$ cat config.mk
export PLATFORM = sky130hd
export DESIGN_NAME = instr_seq_ctrl_flat
export DESIGN_NICKNAME = d
export VERILOG_FILES = /design/src/rtl/instr_seq_ctrl_pkg.sv /design/src/rtl/instr_seq_ctrl_if.sv /design/src/rtl/instr_seq_ctrl_decode.sv /design/src/rtl/instr_seq_ctrl.sv /design/src/flat_wrapper.sv
export SDC_FILE = /design/constraint.sdc
export NUM_CORES = 1
export LEC_CHECK = 0
export ABC_AREA = 1
export BUFFER_PORTS_ARGS = -buffer_cell sky130_fd_sc_hd__buf_2
export CELL_PAD_IN_SITES_DETAIL_PLACEMENT = 0
export CELL_PAD_IN_SITES_GLOBAL_PLACEMENT = 1
export CORE_MARGIN = 1.5
export CORE_UTILIZATION = 31
export CTS_CLUSTER_SIZE = 12
export DETAILED_ROUTE_END_ITERATION = 6
export PLACE_DENSITY = 0.76
export RECOVER_POWER = 100
export SLEW_MARGIN = 30
export SYNTH_ARGS = -nofsm -noshare
export SYNTH_HDL_FRONTEND = slang
export SYNTH_HIERARCHICAL = 1
export SYNTH_SLANG_ARGS = --single-unit
$ cat constraint.sdc
create_clock -name clk -period 1.9 [get_ports clk]
set_clock_uncertainty 0.05 [all_clocks]
set_input_delay 0.095 -clock clk [delete_from_list [all_inputs] [get_ports clk]]
set_output_delay 0.095 -clock clk [all_outputs]
set_load 0.05 [all_outputs]
$ cat src/rtl/instr_seq_ctrl_pkg.sv
// Shared definitions for the instruction sequencer.
//   - Opcode values for the {opcode, operand} instruction word.
//   - Sequencer state encoding.
//   - Decoded control flags. The register-enable vector is sized by
//     NUM_ALU_REGS, so each module that needs it adds that vector itself.
package instr_seq_pkg;

  localparam int OP_MOV  = 0;
  localparam int OP_MAC  = 1;
  localparam int OP_WAIT = 2;
  localparam int OP_SETB = 3;
  localparam int OP_SETD = 4;
  localparam int OP_SETE = 5;
  localparam int OP_LDSW = 6;
  localparam int OP_SETR = 7;

  typedef enum logic [1:0] {
    ST_IDLE = 2'd0,
    ST_WAIT = 2'd1,
    ST_LOAD = 2'd2
  } state_e;

  typedef struct packed {
    logic f_add;
    logic wr_res;
    logic is_wait;
    logic is_load;
  } ctrl_flags_t;

endpackage

$ cat src/rtl/instr_seq_ctrl_if.sv
// Bus between instruction fetch / ALU datapath and instr_seq_ctrl.
//   slave  : the sequencer side (takes instructions and ld_ack, drives controls)
//   master : the fetch/datapath side
// Optional macro INSTR_SEQ_ILLEGAL_TRAP_EN adds the sticky illegal_err flag.
interface instr_seq_ctrl_if #(
  parameter int OPCODE_WIDTH = 3,
  parameter int OPERAND_W    = 8,
  parameter int NUM_ALU_REGS = 3
);
  logic                              instr_valid;
  logic                              instr_ready;
  logic [OPCODE_WIDTH+OPERAND_W-1:0] instr;
  logic                              f_add;
  logic                              f_wait;
  logic                              f_load;
  logic                              wr_res;
  logic [NUM_ALU_REGS-1:0]           alu_reg_en;
  logic [OPERAND_W-1:0]              operand_q;
  logic                              ld_req;
  logic                              ld_ack;
  logic                              busy;
`ifdef INSTR_SEQ_ILLEGAL_TRAP_EN
  logic                              illegal_err;
`endif

  modport slave (
    input  instr_valid, instr, ld_ack,
    output instr_ready, f_add, f_wait, f_load, wr_res, alu_reg_en,
           operand_q, ld_req, busy
`ifdef INSTR_SEQ_ILLEGAL_TRAP_EN
    , output illegal_err
`endif
  );

  modport master (
    output instr_valid, instr, ld_ack,
    input  instr_ready, f_add, f_wait, f_load, wr_res, alu_reg_en,
           operand_q, ld_req, busy
`ifdef INSTR_SEQ_ILLEGAL_TRAP_EN
    , input illegal_err
`endif
  );

endinterface

$ cat src/rtl/instr_seq_ctrl_decode.sv
// Purely combinational opcode/operand decoder for instr_seq_ctrl.
//   opcode, operand : fields of the instruction word
//   flags           : f_add / wr_res for single-cycle ops, is_wait / is_load
//                     for the multi-cycle ops the sequencer FSM owns
//   reg_en          : per-register ALU load enables
//   legal           : 0 for undefined opcodes and out-of-range SETR indexes
module instr_seq_decode
  import instr_seq_pkg::*;
#(
  parameter int OPCODE_WIDTH = 3,
  parameter int OPERAND_W    = 8,
  parameter int NUM_ALU_REGS = 3
) (
  input  logic [OPCODE_WIDTH-1:0] opcode,
  input  logic [OPERAND_W-1:0]    operand,
  output ctrl_flags_t             flags,
  output logic [NUM_ALU_REGS-1:0] reg_en,
  output logic                    legal
);

  localparam logic [NUM_ALU_REGS-1:0] REG_EN_ONE = NUM_ALU_REGS'(1);

  always_comb begin
    // NOTE: every output gets a default before the case so no path leaves it
    // unassigned; that is what keeps this block free of latches.
    flags  = '0;
    reg_en = '0;
    legal  = 1'b1;
    case (int'(opcode))
      OP_MOV: begin
        flags.f_add  = 1'b1;
        flags.wr_res = 1'b1;
        reg_en       = '1;
      end
      OP_MAC:  flags.wr_res  = 1'b1;
      OP_WAIT: flags.is_wait = 1'b1;
      OP_SETB: reg_en = REG_EN_ONE;
      OP_SETD: reg_en = REG_EN_ONE << 1;
      OP_SETE: reg_en = REG_EN_ONE << 2;
      OP_LDSW: flags.is_load = 1'b1;
      OP_SETR: begin
        // Widen both sides so the range test holds for any operand width.
        if (64'(operand) < 64'(NUM_ALU_REGS)) reg_en = REG_EN_ONE << operand;
        else                                  legal  = 1'b0;
      end
      default: legal = 1'b0;
    endcase
  end

endmodule

$ cat src/rtl/instr_seq_ctrl.sv
// Sequential instruction controller between fetch and the ALU datapath.
//   clk, rst : clock and asynchronous active-high reset
//   bus      : instr_seq_ctrl_if.slave -- valid/ready instruction input,
//              registered one-cycle control pulses, WAIT indicator, load
//              request/acknowledge handshake, busy and last operand.
// Single-cycle ops issue one cycle after accept; WAIT counts down its
// operand; LDSW holds ld_req until ld_ack.
// Optional macro INSTR_SEQ_ILLEGAL_TRAP_EN: sticky illegal_err that halts
// instruction acceptance until reset.
module instr_seq_ctrl
  import instr_seq_pkg::*;
#(
  parameter int OPCODE_WIDTH = 3,
  parameter int OPERAND_W    = 8,
  parameter int NUM_ALU_REGS = 3
) (
  input logic              clk,
  input logic              rst,
  instr_seq_ctrl_if.slave  bus
);

  typedef struct packed {
    logic                    f_add;
    logic                    wr_res;
    logic                    f_load;
    logic [NUM_ALU_REGS-1:0] reg_en;
  } issue_t;

  state_e                  state_q, state_d;
  logic [OPERAND_W-1:0]    cnt_q, cnt_d;
  logic [OPERAND_W-1:0]    operand_q, operand_d;
  issue_t                  issue_q, issue_d;
  logic                    instr_ready;
  logic                    accept;
  ctrl_flags_t             dec_flags;
  logic [NUM_ALU_REGS-1:0] dec_reg_en;
  logic                    dec_legal;

  instr_seq_decode #(
    .OPCODE_WIDTH (OPCODE_WIDTH),
    .OPERAND_W    (OPERAND_W),
    .NUM_ALU_REGS (NUM_ALU_REGS)
  ) u_decode (
    .opcode  (bus.instr[OPCODE_WIDTH+OPERAND_W-1:OPERAND_W]),
    .operand (bus.instr[OPERAND_W-1:0]),
    .flags   (dec_flags),
    .reg_en  (dec_reg_en),
    .legal   (dec_legal)
  );

`ifdef INSTR_SEQ_ILLEGAL_TRAP_EN
  logic illegal_err_q, illegal_err_d;

  assign illegal_err_d = illegal_err_q | (accept & ~dec_legal);

  always_ff @(posedge clk or posedge rst) begin
    if (rst) illegal_err_q <= 1'b0;
    else     illegal_err_q <= illegal_err_d;
  end

  // A trapped block stops taking instructions until reset.
  assign instr_ready     = (state_q == ST_IDLE) && !illegal_err_q;
  assign bus.illegal_err = illegal_err_q;
`else
  // Illegal instructions are silent NOPs; legality is not needed here.
  logic unused_legal;
  assign unused_legal = dec_legal;
  assign instr_ready  = (state_q == ST_IDLE);
`endif

  // Ready depends on state only, never on instr_valid.
  assign accept = bus.instr_valid && instr_ready;

  always_comb begin
    state_d   = state_q;
    cnt_d     = cnt_q;
    operand_d = operand_q;
    issue_d   = '0;
    case (state_q)
      ST_IDLE: begin
        if (accept) begin
          operand_d      = bus.instr[OPERAND_W-1:0];
          issue_d.f_add  = dec_flags.f_add;
          issue_d.wr_res = dec_flags.wr_res;
          issue_d.reg_en = dec_reg_en;
          if (dec_flags.is_wait) begin
            state_d = ST_WAIT;
            cnt_d   = bus.instr[OPERAND_W-1:0];
          end else if (dec_flags.is_load) begin
            state_d = ST_LOAD;
          end
        end
      end
      ST_WAIT: begin
        // Exit on the cycle the counter reads zero: N+1 WAIT cycles total.
        if (cnt_q == '0) state_d = ST_IDLE;
        else             cnt_d   = cnt_q - OPERAND_W'(1);
      end
      ST_LOAD: begin
        if (bus.ld_ack) begin
          state_d        = ST_IDLE;
          issue_d.f_load = 1'b1;
          issue_d.f_add  = 1'b1;
          issue_d.wr_res = 1'b1;
        end
      end
      default: state_d = ST_IDLE;
    endcase
  end

  // NOTE: state registers use non-blocking assignment so every flop samples
  // pre-edge values regardless of block ordering.
  always_ff @(posedge clk or posedge rst) begin
    if (rst) begin
      state_q   <= ST_IDLE;
      cnt_q     <= '0;
      operand_q <= '0;
      issue_q   <= '0;
    end else begin
      state_q   <= state_d;
      cnt_q     <= cnt_d;
      operand_q <= operand_d;
      issue_q   <= issue_d;
    end
  end

  // f_wait and ld_req come straight from the state register, so reset drops
  // them immediately.
  assign bus.instr_ready = instr_ready;
  assign bus.f_add       = issue_q.f_add;
  assign bus.wr_res      = issue_q.wr_res;
  assign bus.f_load      = issue_q.f_load;
  assign bus.alu_reg_en  = issue_q.reg_en;
  assign bus.operand_q   = operand_q;
  assign bus.f_wait      = (state_q == ST_WAIT);
  assign bus.ld_req      = (state_q == ST_LOAD);
  assign bus.busy        = (state_q != ST_IDLE);

endmodule
$ cat src/flat_wrapper.sv
// flat-port wrapper written by rule: the top's interface ports become plain ports
module instr_seq_ctrl_flat import instr_seq_pkg::*;
#(
  parameter int OPCODE_WIDTH = 3,
  parameter int OPERAND_W    = 8,
  parameter int NUM_ALU_REGS = 3
)
  (clk, rst, bus_instr_valid, bus_instr, bus_ld_ack, bus_instr_ready, bus_f_add, bus_f_wait, bus_f_load, bus_wr_res, bus_alu_reg_en, bus_operand_q, bus_ld_req, bus_busy);
  instr_seq_ctrl_if #(.OPCODE_WIDTH(OPCODE_WIDTH), .OPERAND_W(OPERAND_W), .NUM_ALU_REGS(NUM_ALU_REGS)) bus_i ();
  input logic clk;
  input logic rst;
  input wire logic [$bits(bus_i.instr_valid)-1:0] bus_instr_valid;
  input wire logic [$bits(bus_i.instr)-1:0] bus_instr;
  input wire logic [$bits(bus_i.ld_ack)-1:0] bus_ld_ack;
  output wire logic [$bits(bus_i.instr_ready)-1:0] bus_instr_ready;
  output wire logic [$bits(bus_i.f_add)-1:0] bus_f_add;
  output wire logic [$bits(bus_i.f_wait)-1:0] bus_f_wait;
  output wire logic [$bits(bus_i.f_load)-1:0] bus_f_load;
  output wire logic [$bits(bus_i.wr_res)-1:0] bus_wr_res;
  output wire logic [$bits(bus_i.alu_reg_en)-1:0] bus_alu_reg_en;
  output wire logic [$bits(bus_i.operand_q)-1:0] bus_operand_q;
  output wire logic [$bits(bus_i.ld_req)-1:0] bus_ld_req;
  output wire logic [$bits(bus_i.busy)-1:0] bus_busy;
  assign bus_i.instr_valid = bus_instr_valid;
  assign bus_i.instr = bus_instr;
  assign bus_i.ld_ack = bus_ld_ack;
  assign bus_instr_ready = bus_i.instr_ready;
  assign bus_f_add = bus_i.f_add;
  assign bus_f_wait = bus_i.f_wait;
  assign bus_f_load = bus_i.f_load;
  assign bus_wr_res = bus_i.wr_res;
  assign bus_alu_reg_en = bus_i.alu_reg_en;
  assign bus_operand_q = bus_i.operand_q;
  assign bus_ld_req = bus_i.ld_req;
  assign bus_busy = bus_i.busy;
  instr_seq_ctrl #(.OPCODE_WIDTH(OPCODE_WIDTH), .OPERAND_W(OPERAND_W), .NUM_ALU_REGS(NUM_ALU_REGS)) u_core (.clk(clk), .rst(rst), .bus(bus_i));
endmodule
==> flow_summary_export.csv, run 1 <==
group,metric,value,unit
floorplanning,coreArea,0.00438,mm²
global_route,overflow,0,
clock_tree,cts_tree,"done",
critical_path,worstPathCellList,"inv_2, nor2_4, buf_4, clkbuf_2",
timing,timing.hold.ws,0.0439,ns
global_route,grtUsageTotal,13.5,%
critical_path,crit_family,"buffers and inverters",
floorplanning,die_w,70.7,µm
clock_tree,clockBufferDepth,2,
layout,fin_area,0.00165,mm²
power,intPower,1.11,mW
layout,fin_cells,276,
detailed_routing,wl_per_cell,11.5,µm
critical_path,crit_slowest_cell,"dfrtp_1",
clock_tree,cts-buffers-inserted,3,
timing,worst-slew-pin-transition,0.611,ns
timing,slew_viol_final,0,
critical_path,critPathMaxStageDelay,0.46,ns
floorplanning,rows,24,
timing,finalSetupTns,0,ns
power,p_total,2.21,mW
timing,fmax,614,MHz
detailed_routing,routed-via-count,1246,
power,vdd_drop_max,0.000478,V
yosys,syn_inst,189,
place,hpwl,2.46,mm
critical_path,critPathMaxFanout,10,
critical_path,critPathKind,"reg -> out",
layout,antenna_cells,0,
place,post-place-ws,0.367,ns
floorplanning,die_area,0.00500,mm²
global_route,grt_pass1_wl,5.50,mm
yosys,syn_avg_cell_area,7.51,µm²
critical_path,reg2reg_slack,0.33,ns
detailed_routing,drt_iter0_drc,40,
clock_tree,htreeDepth,1,
clock_tree,root_buffer,"clkbuf_8",
power,leakagePower,0.839,nW
floorplanning,io_pins,33,
timing,hold_violations,0,
global_route,antenna_found_initial,0,
worst_hold_path,worstHoldPathType,"in -> reg",
place,dpl_cell_area,0.00164,mm²
floorplanning,die-height,70.7,µm
timing,final-setup-viol-count,0,
clock_tree,hold_buffers,1,
clock_tree,cts.sinks,24,
layout,drive_gt1_share,18.3,%
timing,period_share,85.8,%
detailed_routing,drc,0,
layout,fin_nets,243,
critical_path,start_kind,"flop",
status,outcome,"finished clean",
critical_path,worstSetupEndpointType,"output pin",
yosys,yosys_warnings,6,
yosys,synth_area,0.00142,mm²
critical_path,worstPathRequired,1.75,ns
layout,syn_to_final_growth,15.9,%
run,timing.max_cap.violations,0,
timing,rsz0062_at_grt,"no",
detailed_routing,drt-pass1-iter-count,4,
power,clkPwrFrac,13.3,%
global_route,grt_pass1_vias,1225,
clock_tree,post_cts_resized,0,
timing,maxSlewHeadroom,59.3,%
timing,fin_ws,0.271,ns
detailed_routing,ant_nets,0,
detailed_routing,routed_wl,3.16,mm
layout,fill_cells,508,
global_route,grt_max_degree,25,
critical_path,crit_arrival,1.48,ns
power,switchingPower,1.10,mW
clock_tree,cts.reportedPaths.clkPinSlew,0.08,ns
yosys,mappedNetlistNets,206,
power,p_sw_share,49.8,%
place,port_buffers,32,
place,dp.cells,272,
detailed_routing,vias_per_cell,4.51,
critical_path,crit_buf_inv,3,
clock_tree,post_cts_buffers,0,
layout,fin_util,37.6,%
floorplanning,initial_core_util,32.4,%
timing,period_minus_slack,1.63,ns
power,combPwrFrac,51.5,%
power,p_per_area,1340,mW/mm²
clock_tree,clkLatencyLatePin,0.26,ns
place,place_congestion,0.785,
power,seqPwrFrac,35.3,%
-- worst paths after layout --
check	startpoint	to	cells after the start
max	u_core/state_q[0]$_DFFE_PP0P_	bus_f_wait	4
min	bus_ld_ack	u_core/bus.f_load$_DFF_PP0_	3
max reg2reg	u_core/state_q[0]$_DFFE_PP0P_	u_core/bus.operand_q[2]$_DFFE_PP0P_	3
min reg2reg	u_core/bus.operand_q[3]$_DFFE_PP0P_	u_core/bus.operand_q[3]$_DFFE_PP0P_	2
max in group asynchronous	rst	u_core/cnt_q[0]$_DFFE_PP0P_	4
min in group asynchronous	rst	u_core/cnt_q[2]$_DFFE_PP0P_	4
-- flip-flops by register name, indices dropped and copies added, names as in the netlist --
register	cells
u_core/cnt_q	8
u_core/bus.alu_reg_en	3
u_core/bus.f_load	1
u_core/state_q	2
u_core/bus.f_add	1
u_core/bus.wr_res	1
u_core/bus.operand_q	8
-- layer usage --
| metal | up-vias | track usage, % | part of all wire [%] |
|---|---|---|---|
| met1 | 558 | 17.9 | 49 |
| li1 | 665 | - | - |
| met2 | 21 | 22.9 | 48 |
| met4 | 0 | 4.40 | 0.66 |
| met3 | 2 | 1.85 | 2.8 |
| met5 | - | 0 | 0 |
-- tightest hold or removal path, stage by stage --
cell	delay, ns
buf_2	0.09
nand2_1	0.08
inv_1	0.06
-- area by class of cell --
class                           count  area [µm²]  area share [%]
Timing Repair Buffer               35         161            9.80
Inverter                           32         120            7.29
Clock buffer                        3        41.3            2.51
Multi-Input combinational cell    130         658            40.0
Tap cell                           52        65.1            3.95
Sequential cell                    24         601            36.5
-- layout by cell type (no fill, tap or decap), types with 2 or more instances in the layout --
| master | n |
|---|---|
| nand2_1 | 48 |
| clkbuf_1 | 17 |
| nor2_4 | 3 |
| nand4_1 | 3 |
| inv_1 | 27 |
| buf_2 | 14 |
| mux2_2 | 4 |
| o21ai_2 | 3 |
| inv_2 | 5 |
| ha_1 | 2 |
| o21ai_0 | 13 |
| nand2_2 | 2 |
| clkbuf_8 | 3 |
| nand3_1 | 19 |
| dfrtp_1 | 24 |
| clkbuf_2 | 2 |
| a21oi_1 | 3 |
| nor2_1 | 23 |
-- power by group through the flow --
stage	clock, mW	sequential, mW	combinational (mW)
3_3_place_gp	0	0.784	1.19
4_1_cts	0.308	0.778	1.20
6_report	0.293	0.779	1.14
2_1_floorplan	0	0.992	0.735
5_1_grt	0.326	0.802	1.28
3_5_place_dp	0	0.788	1.20
Note: power is estimated with default switching activity, not from simulation.
==> run 2, diff against run 1 <==
--- a/config.mk
+++ b/config.mk
@@ -13,7 +13,7 @@
 export CORE_UTILIZATION = 31
 export CTS_CLUSTER_SIZE = 12
 export DETAILED_ROUTE_END_ITERATION = 6
-export PLACE_DENSITY = 0.76
+export PLACE_DENSITY = 0.77
 export RECOVER_POWER = 100
 export SLEW_MARGIN = 30
 export SYNTH_ARGS = -nofsm -noshare
==> run 2 against run 1 <==
  * Critical path depth unchanged
  * Sequential power about the same
  * Setup slack worse by 0.0063 ns
  * Fmax down 0.39%
  * Cell count up 0.36%
  * First-iteration DRC count up 15%
  * Clock-buffer cell count up 1
  * Global-route usage down 0.57 points
  * Via count up 1.8%
  * Die area unchanged
  * Sequential share of layout area down 0.33 points
  * Sequential cell count unchanged
  * Critical path type unchanged
  * Critical endpoint unchanged
  * Largest power group unchanged
  * Highest routed layer unchanged
==> flow_summary_export.csv, run 2 (same netlist as run 1, synthesis figures left out) <==
group,metric,value,unit
status,outcome,"finished clean",
critical_path,critPathMaxStageDelay,0.46,ns
critical_path,reg2reg_slack,0.29,ns
critical_path,crit_buf_inv,3,
critical_path,reg2reg_depth,3,
critical_path,crit_family,"buffers and inverters",
global_route,grt_pass1_vias,1209,
timing,fmax,611,MHz
power,p_per_area,1370,mW/mm²
timing,finalSetupTns,0,ns
layout,drive_gt1_share,18.7,%
critical_path,r2r_end,"u_core/bus.operand_q[5]$_DFFE_PP0P_",
clock_tree,cts_tree,"done",
clock_tree,root_buffer,"clkbuf_8",
timing,rsz0062_at_grt,"no",
run,timing.max_cap.violations,0,
timing,hold_violations,0,
critical_path,crit_slowest_cell,"dfrtp_1",
worst_hold_path,whs_endpoint,"u_core/bus.f_load$_DFF_PP0_",
clock_tree,cts-buffers-inserted,3,
critical_path,critPathMaxFanout,10,
clock_tree,cts.sinks,24,
detailed_routing,ant_nets,0,
place,hpwl,2.43,mm
critical_path,worstSetupEndpointType,"output pin",
critical_path,worstPathRequired,1.75,ns
critical_path,worstPathCellList,"inv_2, nor2_4, buf_4, clkbuf_2",
clock_tree,clkLatencyLatePin,0.26,ns
timing,period_share,86.1,%
floorplanning,coreArea,0.00438,mm²
worst_hold_path,worstHoldStart,"bus_ld_ack",
layout,final_cell_mix,"nand2_1 (49), inv_1 (27), dfrtp_1 (24)",
critical_path,rr_startpoint,"u_core/state_q[0]$_DFFE_PP0P_",
global_route,grt_max_degree,25,
power,combPwrFrac,50.4,%
power,p_total,2.27,mW
clock_tree,htreeDepth,1,
floorplanning,initial_core_util,32.4,%
worst_hold_path,worstHoldPathType,"in -> reg",
power,clkPwrFrac,15.3,%
place,place_congestion,0.812,
floorplanning,rows,24,
layout,fill_cells,490,
power,p_sw_share,49.0,%
global_route,overflow,0,
power,leakagePower,0.847,nW
detailed_routing,vias_per_cell,4.58,
detailed_routing,drc,0,
power,switchingPower,1.11,mW
detailed_routing,wl_per_cell,11.4,µm
power,vdd_drop_max,0.000466,V
floorplanning,die-height,70.7,µm
timing,worst-slew-pin-transition,0.635,ns
power,seqPwrFrac,34.3,%
global_route,antenna_found_initial,0,
place,port_buffers,32,
clock_tree,post_cts_resized,0,
clock_tree,cts.reportedPaths.clkPinSlew,0.08,ns
critical_path,crit_arrival,1.49,ns
global_route,grt_pass1_wl,5.30,mm
layout,mostFrequentLayoutCell,"nand2_1",
floorplanning,die_area,0.00500,mm²
layout,antenna_cells,0,
clock_tree,clockBufferDepth,2,
worst_hold_path,holdPathStages,3,
timing,maxSlewHeadroom,57.7,%
power,intPower,1.16,mW
critical_path,critPathKind,"reg -> out",
detailed_routing,drt_iter0_drc,46,
detailed_routing,routed_wl,3.17,mm
detailed_routing,routed-via-count,1269,
timing,period_minus_slack,1.64,ns
layout,fin_nets,243,
critical_path,start_kind,"flop",
floorplanning,io_pins,33,
timing,slew_viol_final,0,
timing,final-setup-viol-count,0,
layout,syn_to_final_growth,17.0,%
detailed_routing,drt-pass1-iter-count,4,
global_route,grtUsageTotal,13.0,%
floorplanning,die_w,70.7,µm
==> run 2: cell types whose count changed in the layout (fill, tap and decap cells not counted), sizes merged <==
cell / before / now
clkbuf: 22 / 23
==> run 2: worst reg2reg max path, delay by kind of cell, from the launching register on <==
family | cells | cell delay [ns]
simple gates | 2 | 0.58
flops | 1 | 0.45
mux | 1 | 0.41
==> run 2: what timing repair did <==
item / CTS / global route
hold buffers: 1 / 0
hold endpoints to repair: 24 / 0
setup buffers: 0 / 0
endpoints found under the setup margin: 0 / 0
==> run 2: stage by stage <==
step           hold WS, ns  setup WS (ns)  area, µm²  instances  util (%)
2_1_floorplan       0.0596          0.120       1430        189         -
3_3_place_gp         0.120          0.411       1640        272      37.4
3_5_place_dp         0.124          0.377       1640        272      37.4
4_1_cts             0.0279          0.269       1710        277      38.9
5_1_grt             0.0535          0.166       1660        277      37.9
6_report            0.0295          0.264       1660        277      37.9
==> run 2: power groups by stage <==
stage / sequential (mW) / combinational [mW] / clock (mW)
floorplan: 0.992 / 0.735 / 0
global placement: 0.785 / 1.19 / 0
detailed placement: 0.784 / 1.20 / 0
CTS: 0.776 / 1.20 / 0.366
global route: 0.797 / 1.27 / 0.388
finish: 0.779 / 1.14 / 0.349
==> run 2: area by class of cell <==
| type | count | area, µm² | area share, % |
|---|---|---|---|
| sequential | 24 | 601 | 36.1 |
| tap | 52 | 65.1 | 3.92 |
| timing repair buffer | 35 | 161 | 9.71 |
| inverter | 32 | 120 | 7.23 |
| clock buffer | 4 | 55.1 | 3.31 |
| multi-input combinational | 130 | 659 | 39.7 |
==> run 2: worst max path at each step <==
| stage | from | end | cells after the start |
|---|---|---|---|
| after detailed placement | u_core/cnt_q[0]$_DFFE_PP0P_ | u_core/cnt_q[4]$_DFFE_PP0P_ | 9 |
| final | u_core/state_q[0]$_DFFE_PP0P_ | bus_f_wait | 4 |
| after global placement | u_core/cnt_q[0]$_DFFE_PP0P_ | u_core/cnt_q[6]$_DFFE_PP0P_ | 9 |
| after CTS | u_core/state_q[0]$_DFFE_PP0P_ | bus_f_wait | 4 |
| after global routing | u_core/state_q[0]$_DFFE_PP0P_ | bus_f_wait | 4 |
| after floorplan | u_core/state_q[1]$_DFFE_PP0P_ | u_core/state_q[1]$_DFFE_PP0P_ | 7 |
==> run 2: metal layers <==
metal / global-route usage (%) / vias to the layer above / wire length [µm]
li1: - / 666 / -
met1: 17.8 / 580 / 1570
met2: 20.9 / 19 / 1460
met3: 2.14 / 4 / 97
met4: 4.40 / 0 / 36
met5: 0 / - / 0
==> run 3, diff against run 2 <==
--- a/config.mk
+++ b/config.mk
@@ -5,7 +5,6 @@
 export SDC_FILE = /design/constraint.sdc
 export NUM_CORES = 1
 export LEC_CHECK = 0
-export ABC_AREA = 1
 export BUFFER_PORTS_ARGS = -buffer_cell sky130_fd_sc_hd__buf_2
 export CELL_PAD_IN_SITES_DETAIL_PLACEMENT = 0
 export CELL_PAD_IN_SITES_GLOBAL_PLACEMENT = 1
@@ -13,8 +12,9 @@
 export CORE_UTILIZATION = 31
 export CTS_CLUSTER_SIZE = 12
 export DETAILED_ROUTE_END_ITERATION = 6
-export PLACE_DENSITY = 0.77
+export PLACE_DENSITY = 0.66
 export RECOVER_POWER = 100
+export SETUP_SLACK_MARGIN = 0.05
 export SLEW_MARGIN = 30
 export SYNTH_ARGS = -nofsm -noshare
 export SYNTH_HDL_FRONTEND = slang
==> run 3 against run 2 <==
  * Cell area fell by 0.68%
  * Synthesized cell count fell by 28%
  * Clock power up 2%
  * Via count fell by 10%
  * Combinational power is 19% higher
  * Critical path type is now reg -> reg
  * Largest power group unchanged
==> flow_summary_export.csv, run 3 <==
group,metric,value,unit
layout,antenna_cells,0,
detailed_routing,ant_nets,0,
clock_tree,htreeDepth,1,
global_route,overflow,0,
floorplanning,initial_core_util,31.9,%
timing,fmax,590,MHz
place,place_congestion,0.846,
layout,fin_nets,190,
detailed_routing,vias_per_cell,5.10,
yosys,yosys_warnings,6,
yosys,syn_inst,136,
timing,slew_viol_final,0,
worst_hold_path,whs_endpoint,"u_core/bus.operand_q[4]$_DFFE_PP0P_",
critical_path,r2r_end,"u_core/cnt_q[6]$_DFFE_PP0P_",
yosys,synth_area,0.00138,mm²
layout,seq_area,601,µm²
clock_tree,clockBufferDepth,2,
timing,hold_violations,0,
status,outcome,"finished clean",
timing,maxSlewHeadroom,56.7,%
global_route,grtUsageTotal,14.6,%
critical_path,critPathKind,"reg -> reg",
global_route,grt_pass1_vias,1162,
clock_tree,root_buffer,"clkbuf_8",
place,port_buffers,32,
layout,multiInputGateArea,697,µm²
layout,drive_gt1_share,25.6,%
detailed_routing,routed-via-count,1142,
critical_path,crit_arrival,1.80,ns
global_route,grt_pass1_wl,5.67,mm
layout,fin_cells,224,
floorplanning,die-height,69.7,µm
global_route,antenna_found_initial,0,
place,hpwl,2.51,mm
yosys,syn_avg_cell_area,10.1,µm²
power,vdd_drop_max,0.000527,V
timing,rsz0062_at_grt,"no",
timing,final-setup-viol-count,0,
detailed_routing,drt-pass1-iter-count,4,
worst_hold_path,worstHoldStart,"bus_instr[4]",
critical_path,reg2reg_depth,6,
floorplanning,rows,24,
timing,period_share,89.2,%
worst_hold_path,worstHoldPathType,"in -> reg",
power,p_per_area,1560,mW/mm²
yosys,mappedNetlistNets,153,
critical_path,reg2reg_slack,0.21,ns
clock_tree,cts.reportedPaths.clkPinSlew,0.09,ns
clock_tree,clkLatencyLatePin,0.27,ns
worst_hold_path,holdPathStages,2,
layout,syn_to_final_growth,19.8,%
timing,period_minus_slack,1.69,ns
detailed_routing,wl_per_cell,15.0,µm
power,p_total,2.58,mW
floorplanning,io_pins,33,
critical_path,worstPathRequired,2.00,ns
layout,mostFrequentLayoutCell,"dfrtp_1",
floorplanning,die_w,69.7,µm
detailed_routing,drt_iter0_drc,60,
timing,worst-slew-pin-transition,0.649,ns
critical_path,worstSetupEndpointType,"flop",
power,leakagePower,0.738,nW
clock_tree,cts.sinks,24,
critical_path,start_kind,"flop",
critical_path,rr_startpoint,"u_core/cnt_q[1]$_DFFE_PP0P_",
detailed_routing,routed_wl,3.35,mm
run,timing.max_cap.violations,0,
clock_tree,cts_tree,"done",
clock_tree,cts-buffers-inserted,3,
global_route,grt_max_degree,25,
clock_tree,post_cts_buffers,0,
detailed_routing,drc,0,
floorplanning,die_area,0.00485,mm²
place,dp.cells,219,
layout,final_cell_mix,"dfrtp_1 (24), clkbuf_1 (17), buf_2 (14), nor2_1 (14), inv_1 (10)",
floorplanning,coreArea,0.00432,mm²
layout,fill_cells,471,
timing,finalSetupTns,0,ns
critical_path,critPathMaxFanout,4,
-- run 3: area by class of cell --
type | count | share of cell area (%)
Clock buffer | 4 | 3.34
Inverter | 11 | 2.50
Multi-Input combinational cell | 94 | 42.2
Sequential cell | 24 | 36.4
Tap cell | 52 | 3.94
Timing Repair Buffer | 39 | 11.6
-- run 3: worst max-delay path by stage --
stage	from	to	slack (ns)	depth (start not counted)
6_report	u_core/cnt_q[1]$_DFFE_PP0P_	u_core/cnt_q[6]$_DFFE_PP0P_	0.21	6
5_1_grt	u_core/cnt_q[1]$_DFFE_PP0P_	u_core/cnt_q[3]$_DFFE_PP0P_	0.06	6
4_1_cts	u_core/state_q[0]$_DFFE_PP0P_	bus_f_wait	0.20	3
3_5_place_dp	bus_instr[9]	u_core/cnt_q[3]$_DFFE_PP0P_	0.23	7
3_3_place_gp	bus_instr[9]	u_core/cnt_q[3]$_DFFE_PP0P_	0.26	7
2_1_floorplan	u_core/state_q[0]$_DFFE_PP0P_	u_core/bus.operand_q[0]$_DFFE_PP0P_	0.1	4
-- run 3: stage by stage --
step	instance area, µm²	worst slack (ns)	util (%)	hold WS [ns]
global placement	1610	0.258	37.3	0.106
finish	1650	0.206	38.2	0.0431
detailed placement	1610	0.233	37.3	0.122
CTS	1680	0.195	38.8	0.0372
floorplan	1380	0.0956	-	0.0596
global route	1650	0.0554	38.2	0.0348
-- run 3: power by group --
group          internal, mW  switching (mW)
combinational         0.412           0.946
clock                 0.185           0.172
sequential            0.699           0.167
total                  1.30            1.28
-- run 3: what timing repair did --
action | CTS | global route
endpoints found under the hold margin | 24 | 0
gates resized for setup | 0 | 0
hold buffers | 1 | 0
-- run 3: metal layers --
layer,global-route usage [%],share of wire (%)
met5,0,0
met4,4.49,0.78
met3,2.33,2.7
met2,24.4,50
met1,19.6,47
-- run 3: critical path: stages, from the launching register on --
cell and delay, ns:
dfrtp_1 0.41, inv_1 0.12, ha_1 0.25, nor3b_1 0.36, nand3_1 0.12, a21boi_0 0.18
o22ai_1 0.10
